## src/rtl/run_ctrl.sv

```systemverilog
// rtl/run_ctrl.sv - run sequencer: start/done handshake, PC reset hold, run gating, perf counters
// Optional feature macro: RUN_WATCHDOG_EN (ends a run with Timeout once CycleCount reaches MAX_CYCLES)
module run_ctrl #(
  parameter int unsigned CNT_W       = 16,
  parameter int unsigned INIT_CYCLES = 2,
  parameter logic [9:0]  PROG0_ADDR  = 10'd0,
  parameter logic [9:0]  PROG1_ADDR  = 10'd256,
  parameter logic [9:0]  PROG2_ADDR  = 10'd512,
  parameter logic [15:0] MAX_CYCLES  = 16'hFFF0
) (
  input  logic             Clk,
  input  logic             Reset,
  input  logic             Start,
  input  logic [1:0]       ProgSel,
  input  logic             Ack,
  input  logic             Stall,
  output logic             PCReset,
  output logic [9:0]       StartAddr,
  output logic             RunEn,
  output logic             Done,
  output logic             Timeout,
  output logic [CNT_W-1:0] CycleCount,
  output logic [CNT_W-1:0] InstrCount
);

  typedef enum logic [1:0] {
    S_IDLE,
    S_INIT,
    S_RUN,
    S_DONE
  } state_t;

  localparam logic [3:0] INIT_C = 4'(INIT_CYCLES);

  state_t           state;
  logic [3:0]       init_cnt;
  logic [9:0]       start_addr;
  logic [CNT_W-1:0] cyc_cnt;
  logic [CNT_W-1:0] ins_cnt;
  logic [CNT_W-1:0] cyc_inc;
  logic [CNT_W-1:0] ins_inc;
  logic             load_init;

  // ProgSel 3 has no program of its own and falls back to program 0
  function automatic logic [9:0] sel_addr(input logic [1:0] sel);
    case (sel)
      2'd1:    sel_addr = PROG1_ADDR;
      2'd2:    sel_addr = PROG2_ADDR;
      default: sel_addr = PROG0_ADDR;
    endcase
  endfunction

  // Saturating next values: the counters stick at all-ones instead of wrapping
  assign cyc_inc = (cyc_cnt == '1) ? cyc_cnt : cyc_cnt + CNT_W'(1);
  assign ins_inc = (ins_cnt == '1) ? ins_cnt : ins_cnt + CNT_W'(1);

  // Start from IDLE or DONE begins a run; in RUN it is an abort that outranks Ack
  assign load_init = Start && (state != S_INIT);

`ifdef RUN_WATCHDOG_EN
  localparam logic [CNT_W-1:0] MAX_C = CNT_W'(MAX_CYCLES);

  logic timeout_q;
  logic wd_hit;

  // Trip when this RUN cycle brings the cycle count up to the limit
  assign wd_hit  = (cyc_inc >= MAX_C);
  assign Timeout = timeout_q;
`else
  assign Timeout = 1'b0;
`endif

  // Sequencer state, latched start address and performance counters
  always_ff @(posedge Clk or posedge Reset) begin
    if (Reset) begin
      state      <= S_IDLE;
      init_cnt   <= '0;
      start_addr <= PROG0_ADDR;
      cyc_cnt    <= '0;
      ins_cnt    <= '0;
`ifdef RUN_WATCHDOG_EN
      timeout_q  <= 1'b0;
`endif
    end else if (load_init) begin
      state      <= S_INIT;
      init_cnt   <= '0;
      start_addr <= sel_addr(ProgSel);
      cyc_cnt    <= '0;
      ins_cnt    <= '0;
`ifdef RUN_WATCHDOG_EN
      timeout_q  <= 1'b0;
`endif
    end else begin
      case (state)
        S_INIT: begin
          if (init_cnt < INIT_C) begin
            init_cnt <= init_cnt + 4'd1;
          end
          // A held Start parks the block here until the harness lets go
          if (!Start && (init_cnt >= INIT_C)) begin
            state <= S_RUN;
          end
        end
        S_RUN: begin
          cyc_cnt <= cyc_inc;
          if (!Stall) begin
            ins_cnt <= ins_inc;
          end
`ifdef RUN_WATCHDOG_EN
          if (wd_hit) begin
            state     <= S_DONE;
            timeout_q <= 1'b1;
          end else if (Ack && !Stall) begin
            state <= S_DONE;
          end
`else
          // A halt seen while stalled has not executed yet, so wait for it to retire
          if (Ack && !Stall) begin
            state <= S_DONE;
          end
`endif
        end
        default: begin
        end
      endcase
    end
  end

  // Output decode from registered state; RunEn is also gated by Stall in the same cycle
  // so a stalled instruction never advances the PC or writes back
  assign PCReset    = (state == S_IDLE) || (state == S_INIT);
  assign RunEn      = (state == S_RUN) && !Stall;
  assign Done       = (state == S_DONE);
  assign StartAddr  = start_addr;
  assign CycleCount = cyc_cnt;
  assign InstrCount = ins_cnt;

endmodule

```

## config.mk

```make
export PLATFORM = sky130hd
export DESIGN_NAME = run_ctrl
export DESIGN_NICKNAME = d
export VERILOG_FILES = /design/src/rtl/run_ctrl.sv
export SDC_FILE = /design/constraint.sdc
export NUM_CORES = 1
export LEC_CHECK = 0
export BUFFER_PORTS_ARGS = -buffer_cell sky130_fd_sc_hd__buf_2
export CAP_MARGIN = 25
export CORE_MARGIN = 3
export CORE_UTILIZATION = 32
export DETAILED_ROUTE_END_ITERATION = 8
export PLACE_DENSITY = 0.53
export SYNTH_ARGS = -nofsm -noshare
export SYNTH_HDL_FRONTEND = slang
export SYNTH_SLANG_ARGS = --single-unit
```

## constraint.sdc

```tcl
create_clock -name Clk -period 4.6 [get_ports Clk]
set_input_delay 0.92 -clock Clk [delete_from_list [all_inputs] [get_ports Clk]]
set_output_delay 0.92 -clock Clk [all_outputs]
set_load 0.005 [all_outputs]
```

# After elaboration in Yosys (flattened, before gate mapping)
# Index checks and enable logic that the tools add are counted.
[totals]
register_bits = 48
out_inout_bits = 46
word_cells = 54
[op_classes]
addsub = 3
order_cmp = 2
eq_ne = 13
mux = 15
n_reduce_logical = 16
[op_table]
columns = ["operator", "count"]
rows = [
  ["$mux 16", 7],
  ["$add 16x1->16 const B", 2],
  ["$eq 16x16->1 const B", 2],
  ["$pmux 10 s2", 1],
  ["$mux 4", 3],
  ["$eq 2x2->1 const B", 3],
  ["$mux 2", 3],
  ["$ne 3x3->1 const B", 2],
  ["$reduce_and 3->1", 2],
  ["$reduce_bool 2->1", 3],
  ["$add 4x1->4 const B", 1],
  ["$eq 2x1->1 const B", 2],
  ["$ge 4x2->1 const B", 1],
  ["$logic_and 1x1->1", 4],
  ["$lt 4x2->1 const B", 1],
  ["$ne 2x1->1 const B", 2],
  ["$ne 2x2->1 const B", 2],
  ["$pmux 2 s2", 1],
  ["$reduce_and 2->1", 2],
  ["$reduce_bool 3->1", 1],
  ["$logic_not 1->1", 2],
  ["$logic_not 2->1", 1],
  ["$logic_or 1x1->1", 1],
]

# Depth between registers and ports, before layout
[depth]
depth_word = 5
depth_mapped = 6

# Worst setup path after synthesis
# No wires, ideal clock.
[synth_timing]
kind = "in2reg"
startpoint = "input port Stall"
endpoint = "register ins_cnt[14] (netlist: InstrCount[14])"
arrival_ns = 2.423
t_required_ns = 4.522
path_slack_ns = 2.099
path_stages = 5
n_path_buf = 1
cell_sequence = "or3b_1 or3_1 buf_2 or4_1 a21oi_1"
[synth_between]
elab_chain_cells = 2
[synth_lines]
columns = ["item", "line", "text"]
rows = [
  ["start, declared", "16", "input logic Stall,"],
  ["$ne 2x1->1 (no source line)", "--", ""],
  ["$reduce_and 3->1 (no source line)", "--", ""],
  ["end signal, assigned", "107", "ins_cnt <= ins_inc;"],
  ["end, declared", "39", "logic [CNT_W-1:0] ins_cnt;"],
]
# Every way passes these cells.
# A chain may end at the register's enable or synchronous reset.

# Worst setup path in the final report
[layout_timing]
startpoint = "input port Stall"
endpoint = "output port RunEn"
[layout_between]
elab_chain_cells = 2
[layout_lines]
columns = ["item", "line", "text"]
rows = [
  ["$logic_not 1->1", "132", "assign RunEn = (state == S_RUN) && !Stall;"],
  ["$logic_and 1x1->1", "132", ""],
  ["end, declared", "19", "output logic RunEn,"],
]
# Every way passes these cells.

==> impl_metrics.toml <==
[sta]
fin_hold_ws_ns = 0.4668
finalMaxSlewViolations = 0
grt_setup_unrepaired = "no"
skew_ns = 0.005099
setup_viol = 0
finalCriticalPeriod_ns = 2.597
tns_ns = 0
period_share_pct = 56.45
fmax_ghz = 0.3851
tightest_slew_ns = 0.9429
hold_viol = 0
max-slew-margin-rel_pct = 36.56

[synthesis]
netlist_area_um2 = 2290
syn_inst = 258
ys_top_cells_by_area = "dfrtp_1 (44%), a21oi_1 (5.0%), o21ai_0 (4.4%)"
synth.ff_latch_count = 40
synth_warnings = 0
muxShareOfSynthArea_pct = 0.8743
yosysMostFrequentCell = "dfrtp_1"
synthArstFlopShare_pct = 100.0
synth-main-ff-cell = "dfrtp_1"
synth_top_family_by_area = "simple AND/OR/NAND/NOR gates"
syn_area_per_cell_um2 = 8.875
seq_area_frac_synth_pct = 43.72
yosysTopAreaCell = "dfrtp_1"
synth_edf_count = 0
ys_types = 42
synthTopCellsByCount = "dfrtp_1 (40), a21oi_1 (23), o21ai_0 (20)"
synth_compound_area_share_pct = 19.13
synth_top_cell_area_share_pct = 43.72
synth-simple-area-share_pct = 26.78
synth_xor_area_share_pct = 0.3825
synth_fa_ha_area_share_pct = 2.186

[outcome]
status = "finished clean"

[die]
start_util_pct = 33.33
pin_count = 53
coreArea_um2 = 6869
rows = 30
die-width_um = 90.59
die-area_um2 = 8207
die_h_um = 90.59

[cts]
postCtsHoldBufs = 0
clk_pin_slew_worst_paths_ns = 0.08
ctsResizeCount = 0
cts_made_buffers = 5
post_cts_buffers = 0
cts.path.max_buffers = 2
clock_latency_ns = 0.29
root_buffer = "clkbuf_8"
cts_tree = "done"
numClockSinks = 40
htree_num_levels = 2

[global_route]
grt_max_degree = 31
antenna_found_initial = 0
grt.overflow.total = 0
grt_pass1_wl_um = 9804
track_usage_pct = 14.38
grt_pass1_vias = 1974

[routing]
drt_pre_antenna_iters = 4
wl_per_cell_um = 14.10
drtIter0Drc = 92
vias = 2077
ant_nets = 0
drc = 0
vias_per_cell = 5.245
drt-total-wl_um = 5583

[place]
hpwl_um = 4030
gp_congestion = 0.8290
port_buffers = 43
place_inst = 388

[hold_path]
hold_path_class = "flip-flop to flip-flop"

[setup_path]
cp-end-kind = "output port"
critPathArrivalTime_ns = 1.68
crit_buf_inv = 3
cpPeakStageDelay_ns = 0.43
cp_cell_sequence = "buf_2 -> or3b_1 -> inv_1 -> buf_2"
cp.required_ns = 3.68
crit_path_start_kind = "input port"
path_max_fanout = 4
critPathTopFamily = "simple AND/OR/NAND/NOR gates"
critPathSlowestCell = "or3b_1"
criticalPathCategory = "input port to output port"
critPathMostFrequentCell = "buf_2"

[finish]
final_core_util_pct = 39.00
final_cells = 396
area_delta_synth_final_pct = 16.99
drive_gt1_share_pct = 18.67
diodes = 0
fin_nets = 310

[run]
max_cap_violations = 0

[pwr]
power_density_nw_per_um2 = 350.2
ir_drop_v = 0.0001425
p_leak_nw = 1.209
## through the flow
step                total power, mW  area, um2  setup slack, ns
floorplan                    0.5850       2320            2.099
global placement             0.6552       2567            1.916
detailed placement           0.6597       2567            1.884
CTS                          0.9556       2679            1.996
global route                  1.013       2679            1.979
finish                       0.9381       2679            2.003
## metal layers
layer  vias to the layer above  global-route usage (%)  part of all wire (%)
li1                       1039                       -                     -
met1                       987                   20.13                    49
met2                        45                   22.42                    45
met3                         6                   3.167                   4.6
met4                         0                   3.827                   1.1
met5                         -                       0                     0
## worst min-delay path: cells and delay by family (launching register included)
kind / cells / cell delay, ns
flip-flops: 1 / 0.34
AND/OR/NAND/NOR: 2 / 0.09
## state kept, by name (all words and copies together) (netlist names)
signal,flops
init_cnt,4
CycleCount,16
StartAddr,2
state,2
InstrCount,16
## where the power goes
| group | total [mW] | leakage [nW] | internal (mW) | switching, mW |
|---|---|---|---|---|
| Combinational | 0.223 | 0.606 | 0.0801 | 0.143 |
| Clock | 0.290 | 0.0541 | 0.161 | 0.129 |
| Sequential | 0.426 | 0.548 | 0.387 | 0.0382 |
| Total | 0.938 | 1.21 | 0.628 | 0.310 |
## placed cells by master, fill, tap and decap left out, types with 10 or more instances in the layout
cell type   n
inv_1      12
o21ai_0    20
or4_1      11
nand3_1    17
buf_2      43
dfrtp_1    40
nand2_1    17
o31ai_1    10
or3_1      10
a21oi_1    23
## cell type report
class	instances	area (um2)
well taps	96	120.1
clock buffers	5	68.82
inverters	12	45.04
repair buffers	46	237.7
multi-input cells	194	1164
fillers	722	4190
clock inverters	3	42.54
flip-flops and latches	40	1001
## cells by family after synthesis
logic type | count (synthesis)
AO/OA/AOI/OAI | 71
XOR/XNOR | 1
adder cells (fa/ha/maj) | 4
buffers and inverters | 32
flip-flops | 40
multiplexers | 2
other | 1
AND/OR/NAND/NOR | 107
## worst paths after layout
| kind | startpoint | to | slack [ns] | cells after the start |
|---|---|---|---|---|
| setup / recovery | Stall | RunEn | 2.00 | 4 |
| hold / removal | StartAddr[8] | StartAddr[8] | 0.47 | 2 |
| setup reg to reg | CycleCount[6] | CycleCount[5] | 2.38 | 4 |
| hold reg to reg | StartAddr[8] | StartAddr[8] | 0.47 | 2 |
| max in group asynchronous | Reset | InstrCount[1] | 3.24 | 3 |
| min in group asynchronous | Reset | CycleCount[0] | 0.61 | 2 |
No activity file was read; power rests on OpenSTA's default activity.
